File: config.mk
export PLATFORM = sky130hd
export DESIGN_NAME = reorder_buffer
export DESIGN_NICKNAME = d
export VERILOG_FILES = /design/src/rtl/reorder_buffer.sv
export SDC_FILE = /design/constraint.sdc
export NUM_CORES = 1
export LEC_CHECK = 0
export ABC_CLOCK_PERIOD_IN_PS = 3200
export CELL_PAD_IN_SITES_DETAIL_PLACEMENT = 2
export CELL_PAD_IN_SITES_GLOBAL_PLACEMENT = 2
export CORE_MARGIN = 1.5
export CORE_UTILIZATION = 37
export CTS_CLUSTER_DIAMETER = 60
export CTS_CLUSTER_SIZE = 16
export DETAILED_ROUTE_END_ITERATION = 6
export PLACE_DENSITY_LB_ADDON = 0.1
export SLEW_MARGIN = 20
export SYNTH_ARGS = -nofsm -noshare
export SYNTH_HDL_FRONTEND = slang
export SYNTH_SLANG_ARGS = --single-unit
export TNS_END_PERCENT = 100
File: constraint.sdc
create_clock -name CLK -period 3.2 [get_ports CLK]
set_input_delay 0.48 -clock CLK [delete_from_list [all_inputs] [get_ports CLK]]
set_output_delay 0.48 -clock CLK [all_outputs]
set_load 0.005 [all_outputs]
File: src/rtl/reorder_buffer.sv
// Circular reorder buffer: allocates one entry per cycle, captures CDB results,
// forwards completed results to listen ports and retires in program order.
module reorder_buffer #(
    parameter int ROB_ENTRY       = 4,
    parameter int ARCH_ENTRY      = 32,
    parameter int DATA_WIDTH      = 32,
    parameter int LSN_PORTS       = 4,
    parameter int ROB_ENTRY_LOG2  = $clog2(ROB_ENTRY),
    parameter int ARCH_ENTRY_LOG2 = $clog2(ARCH_ENTRY)
) (
    input  logic                                CLK,
    input  logic                                RSTN,
    input  logic                                rob_request,
    input  logic [ARCH_ENTRY_LOG2-1:0]          rob_arch_id,
    output logic                                rob_grant,
    output logic [ROB_ENTRY_LOG2-1:0]           rob_alias_id,
    input  logic                                cdb_valid,
    input  logic [ROB_ENTRY_LOG2-1:0]           cdb_alias,
    input  logic [DATA_WIDTH-1:0]               cdb_data,
    input  logic [LSN_PORTS-1:0]                lsn_request,
    input  logic [LSN_PORTS*ROB_ENTRY_LOG2-1:0] lsn_id,
    output logic [LSN_PORTS-1:0]                lsn_hit,
    output logic [LSN_PORTS*DATA_WIDTH-1:0]     lsn_data,
    output logic                                commit_valid,
    output logic [ARCH_ENTRY_LOG2-1:0]          commit_arch_id,
    output logic [ROB_ENTRY_LOG2-1:0]           commit_alias,
    output logic [DATA_WIDTH-1:0]               commit_data,
    input  logic                                flush
);

    localparam int CNT_W = ROB_ENTRY_LOG2 + 1;
    localparam logic [CNT_W-1:0] FULL_COUNT = CNT_W'(ROB_ENTRY);

    logic [ROB_ENTRY-1:0]       valid_q, valid_d;
    logic [ROB_ENTRY-1:0]       done_q, done_d;
    logic [ARCH_ENTRY_LOG2-1:0] arch_q [ROB_ENTRY];
    logic [ARCH_ENTRY_LOG2-1:0] arch_d [ROB_ENTRY];
    logic [DATA_WIDTH-1:0]      data_q [ROB_ENTRY];
    logic [DATA_WIDTH-1:0]      data_d [ROB_ENTRY];
    logic [ROB_ENTRY_LOG2-1:0]  head_q, head_d;
    logic [ROB_ENTRY_LOG2-1:0]  tail_q, tail_d;
    logic [CNT_W-1:0]           count_q, count_d;

    logic alloc;
    logic commit;

    // Grant ignores a same-cycle commit so a full buffer stays closed for one cycle.
    assign rob_grant      = (count_q != FULL_COUNT) & ~flush;
    assign rob_alias_id   = tail_q;
    assign alloc          = rob_request & rob_grant;

    assign commit_valid   = valid_q[head_q] & done_q[head_q];
    assign commit_arch_id = arch_q[head_q];
    assign commit_alias   = head_q;
    assign commit_data    = data_q[head_q];
    assign commit         = commit_valid;

    always_comb begin
        valid_d = valid_q;
        done_d  = done_q;
        arch_d  = arch_q;
        data_d  = data_q;
        head_d  = head_q;
        tail_d  = tail_q;
        count_d = count_q;

        // The allocating entry is still invalid here, so a CDB hit on it is dropped.
        if (cdb_valid && valid_q[cdb_alias]) begin
            done_d[cdb_alias] = 1'b1;
            data_d[cdb_alias] = cdb_data;
        end

        if (alloc) begin
            valid_d[tail_q] = 1'b1;
            done_d[tail_q]  = 1'b0;
            arch_d[tail_q]  = rob_arch_id;
            tail_d          = tail_q + 1'b1;
        end

        if (commit) begin
            valid_d[head_q] = 1'b0;
            head_d          = head_q + 1'b1;
        end

        if (alloc && !commit) begin
            count_d = count_q + 1'b1;
        end else if (commit && !alloc) begin
            count_d = count_q - 1'b1;
        end

        if (flush) begin
            valid_d = '0;
            done_d  = '0;
            head_d  = '0;
            tail_d  = '0;
            count_d = '0;
        end
    end

    always_ff @(posedge CLK or negedge RSTN) begin
        if (!RSTN) begin
            valid_q <= '0;
            done_q  <= '0;
            head_q  <= '0;
            tail_q  <= '0;
            count_q <= '0;
            for (int i = 0; i < ROB_ENTRY; i++) begin
                arch_q[i] <= '0;
                data_q[i] <= '0;
            end
        end else begin
            valid_q <= valid_d;
            done_q  <= done_d;
            head_q  <= head_d;
            tail_q  <= tail_d;
            count_q <= count_d;
            arch_q  <= arch_d;
            data_q  <= data_d;
        end
    end

    genvar gi;
    generate
        for (gi = 0; gi < LSN_PORTS; gi++) begin : g_lsn
            logic [ROB_ENTRY_LOG2-1:0] id;
            logic                      fwd;

            assign id  = lsn_id[gi*ROB_ENTRY_LOG2 +: ROB_ENTRY_LOG2];
            assign fwd = cdb_valid & (cdb_alias == id);
            assign lsn_hit[gi] = lsn_request[gi] & valid_q[id] & (done_q[id] | fwd);
            assign lsn_data[gi*DATA_WIDTH +: DATA_WIDTH] = fwd ? cdb_data : data_q[id];
        end
    endgenerate

endmodule

==> results.sh <==
export IMPL_cp_max_fo=13
export IMPL_post_route_min_period_ns=2.985
export IMPL_wl_per_cell_um=26.61
export IMPL_r2r_cells=8
export IMPL_met2_usage_pct=44.02
export IMPL_holdCritPathClass="primary input to async pin"
export IMPL_grt_use_total_pct=25.48
export IMPL_met3_usage_pct=3.244
export IMPL_clockRootBuffer="clkbuf_16"
export IMPL_slew_headroom_pct=46.86
export IMPL_syn_nets=945
export IMPL_synth_ff_latch_count=163
export IMPL_synth_edf_count=0
export IMPL_viasPerCell=5.817
export IMPL_start_util_pct=37.62
export IMPL_clock_latency_ns=0.43
export IMPL_setup_violations=0
export IMPL_synthTopCellsByCount="mux2_2, mux4_2, dfrtp_1"
export IMPL_yosys_most_used_dff="dfrtp_1"
export IMPL_grt_max_degree=78
export IMPL_grtUsageMet1_pct=33.48
export IMPL_syn_area_mm2=0.01224
export IMPL_cp_slowest_cell="mux4_2"
export IMPL_grt_pass1_wl_mm=63.92
export IMPL_io_buffers=230
export IMPL_core_mm2=0.03254
export IMPL_crit_arrival_ns=2.50
export IMPL_cap_violations=0
export IMPL_fmax_mhz=335.0
export IMPL_worstSetupStartpointType="primary input"
export IMPL_finClkSkew_ns=0.009027
export IMPL_path_class="primary input to output pin"
export IMPL_drc=0
export IMPL_ir_drop_uv=301.5
export IMPL_overflow=0
export IMPL_cts_max_path_buffers=2
export IMPL_grt_pass1_vias=10027
export IMPL_slew_viol_final=0
export IMPL_yosysWarnings=0
export IMPL_seqCellArea_mm2=0.004084
export IMPL_synthTopCellsByArea="dfrtp_1, mux4_2, mux2_2"
export IMPL_drt_initial_drc_count=492
export IMPL_final_cells=1565
export IMPL_ioPinCount=231
export IMPL_path_cells="buf_2, buf_4, mux4_2, mux2_2, clkdlybuf4s50_1"
export IMPL_timing_final_crit_share_pct=93.28
export IMPL_p_leak_uw=0.006557
export IMPL_cts_tree="yes"
export IMPL_cts_sinks=163
export IMPL_nNetsFinal=1173
export IMPL_power_density_mw_per_mm2=509.6
export IMPL_yosysMostFrequentCell="mux2_2"
export IMPL_syn_inst=880
export IMPL_end_kind="output pin"
export IMPL_rsz0062_at_grt="no"
export IMPL_yosysTopAreaCellShare_pct=33.33
export IMPL_path_clk_slew_ns=0.07
export IMPL_cts_buffers=17
export IMPL_synth_seq_area_share_pct=33.33
export IMPL_die_area_mm2=0.03418
export IMPL_avgSynthCellArea_um2=13.91
export IMPL_worst_r2r_setup_slack_ns=0.62
export IMPL_wirelength_mm=41.65
export IMPL_synth_top_cell_by_area="dfrtp_1"
export IMPL_final_hold_violation_count=0
export IMPL_status="completed"
export IMPL_async_flop_share_pct=100.0
export IMPL_vias=9104
export IMPL_r2r_end="count_q[2]"
export IMPL_multi_input_area_mm2=0.007779
export IMPL_max_stage_delay_ns=0.53
export IMPL_cp_data_required_time_ns=2.72
export IMPL_dp_cells=1531
export IMPL_finalSetupTns_ns=0
export IMPL_drive_above_1_share_pct=46.65
export IMPL_synth_cell_types=43
export IMPL_area_delta_synth_final_pct=30.13
export IMPL_rows=66
export IMPL_die_h_um=184.9
export IMPL_r2r_start="valid_q[3]"
export IMPL_worstMarginPinSlew_ns=0.7971
export IMPL_antenna_found_initial=5
export IMPL_grt_busiest_layer="met2"
export IMPL_cts_setup_buffers=0
export IMPL_firstDrtPassIters=4
export IMPL_die_x_um=184.9
export IMPL_ant_nets=0
export IMPL_cts_max_level=4
export IMPL_nFillCells=3149
export IMPL_whs_ns=0.05571
export IMPL_dp_hpwl_mm=28.68
export IMPL_gp_congestion=0.7651
## flip-flops by register name (all words and copies together), names as in the netlist
name          flops
data_q          128
arch_q           20
done_q            4
valid_q           4
count_q           3
commit_alias      2
rob_alias_id      2
## power breakdown
group | leakage [µW] | switching, µW | internal [µW]
Clock | 0.000244 | 886 | 1080
Combinational | 0.00415 | 1030 | 2200
Sequential | 0.00217 | 467 | 2450
## cell families after synthesis
logic type	count (synthesis)	share of synthesized area, %
AO/OA/AOI/OAI	39	2.198
flip-flops	163	33.33
multiplexers	417	53.73
buffers and inverters	92	3.629
AND/OR/NAND/NOR	150	5.265
XOR/XNOR	10	0.8690
adder cells (fa/ha/maj)	9	0.9814
## area by class of cell
cell class | count | area share [%]
Clock buffer | 22 | 2.789
Multi-Input combinational cell | 625 | 48.84
Timing Repair Buffer | 289 | 18.30
Sequential cell | 163 | 25.64
Inverter | 12 | 0.2828
Tap cell | 442 | 3.472
Clock inverter | 10 | 0.6363
Antenna cell | 2 | 0.03142
## how the worst max path moves through the flow
stage	to	start
after floorplan	count_q[2]	count_q[0]
after global placement	lsn_data[80]	cdb_alias[1]
after detailed placement	lsn_data[80]	cdb_alias[1]
after CTS	lsn_data[80]	cdb_alias[1]
after global routing	lsn_data[124]	lsn_id[6]
final	lsn_data[124]	lsn_id[6]
## worst max-delay path, delay by kind of cell
kind | cells | cell delay (ns)
buf+inv | 3 | 1.20
mux | 2 | 0.81
## metal layers
layer / wire [µm] / vias up
li1: - / 3916
met1: 17570 / 4872
met2: 21500 / 265
met3: 1670 / 51
met4: 900 / 0
met5: 0 / -
## layout by cell type (no fill, tap or decap), drive strengths merged, types with 3 or more instances in the layout
| cell type | netlist | layout |
|---|---|---|
| inv | 12 | 14 |
| mux4 | 167 | 167 |
| a211oi | 6 | 6 |
| clkinvlp | 0 | 6 |
| nor2 | 12 | 12 |
| dfrtp | 163 | 163 |
| nor2b | 6 | 6 |
| a21oi | 9 | 9 |
| nand3 | 11 | 11 |
| and2 | 4 | 4 |
| clkdlybuf4s50 | 0 | 219 |
| nor3b | 3 | 3 |
| a221oi | 3 | 3 |
| ha | 8 | 8 |
| nand2 | 107 | 107 |
| o21ai | 10 | 10 |
| mux2 | 247 | 247 |
| xnor2 | 10 | 10 |
| buf | 54 | 68 |
| a311oi | 3 | 3 |
| clkbuf | 26 | 22 |
| mux2i | 3 | 3 |
## through the flow
stage / worst slack (ns) / instance area (µm²) / total power, µW / utilization [%]
4_1_cts: 0.02307 / 15890 / 8216 / 48.83
3_3_place_gp: 0.04966 / 15340 / 6098 / 47.15
3_5_place_dp: 0.03300 / 15340 / 6202 / 47.15
2_1_floorplan: 0.5518 / 12240 / 4510 / -
6_report: 0.2152 / 15930 / 8116 / 48.95
5_1_grt: 0.1008 / 15930 / 8550 / 48.95
## repair_timing
action | 4_1_cts | 5_1_grt
gates resized for setup | 0 | 7
endpoints found under the setup margin | 0 | 85
hold buffers | 0 | 0
No activity file was read; power rests on OpenSTA's default activity.
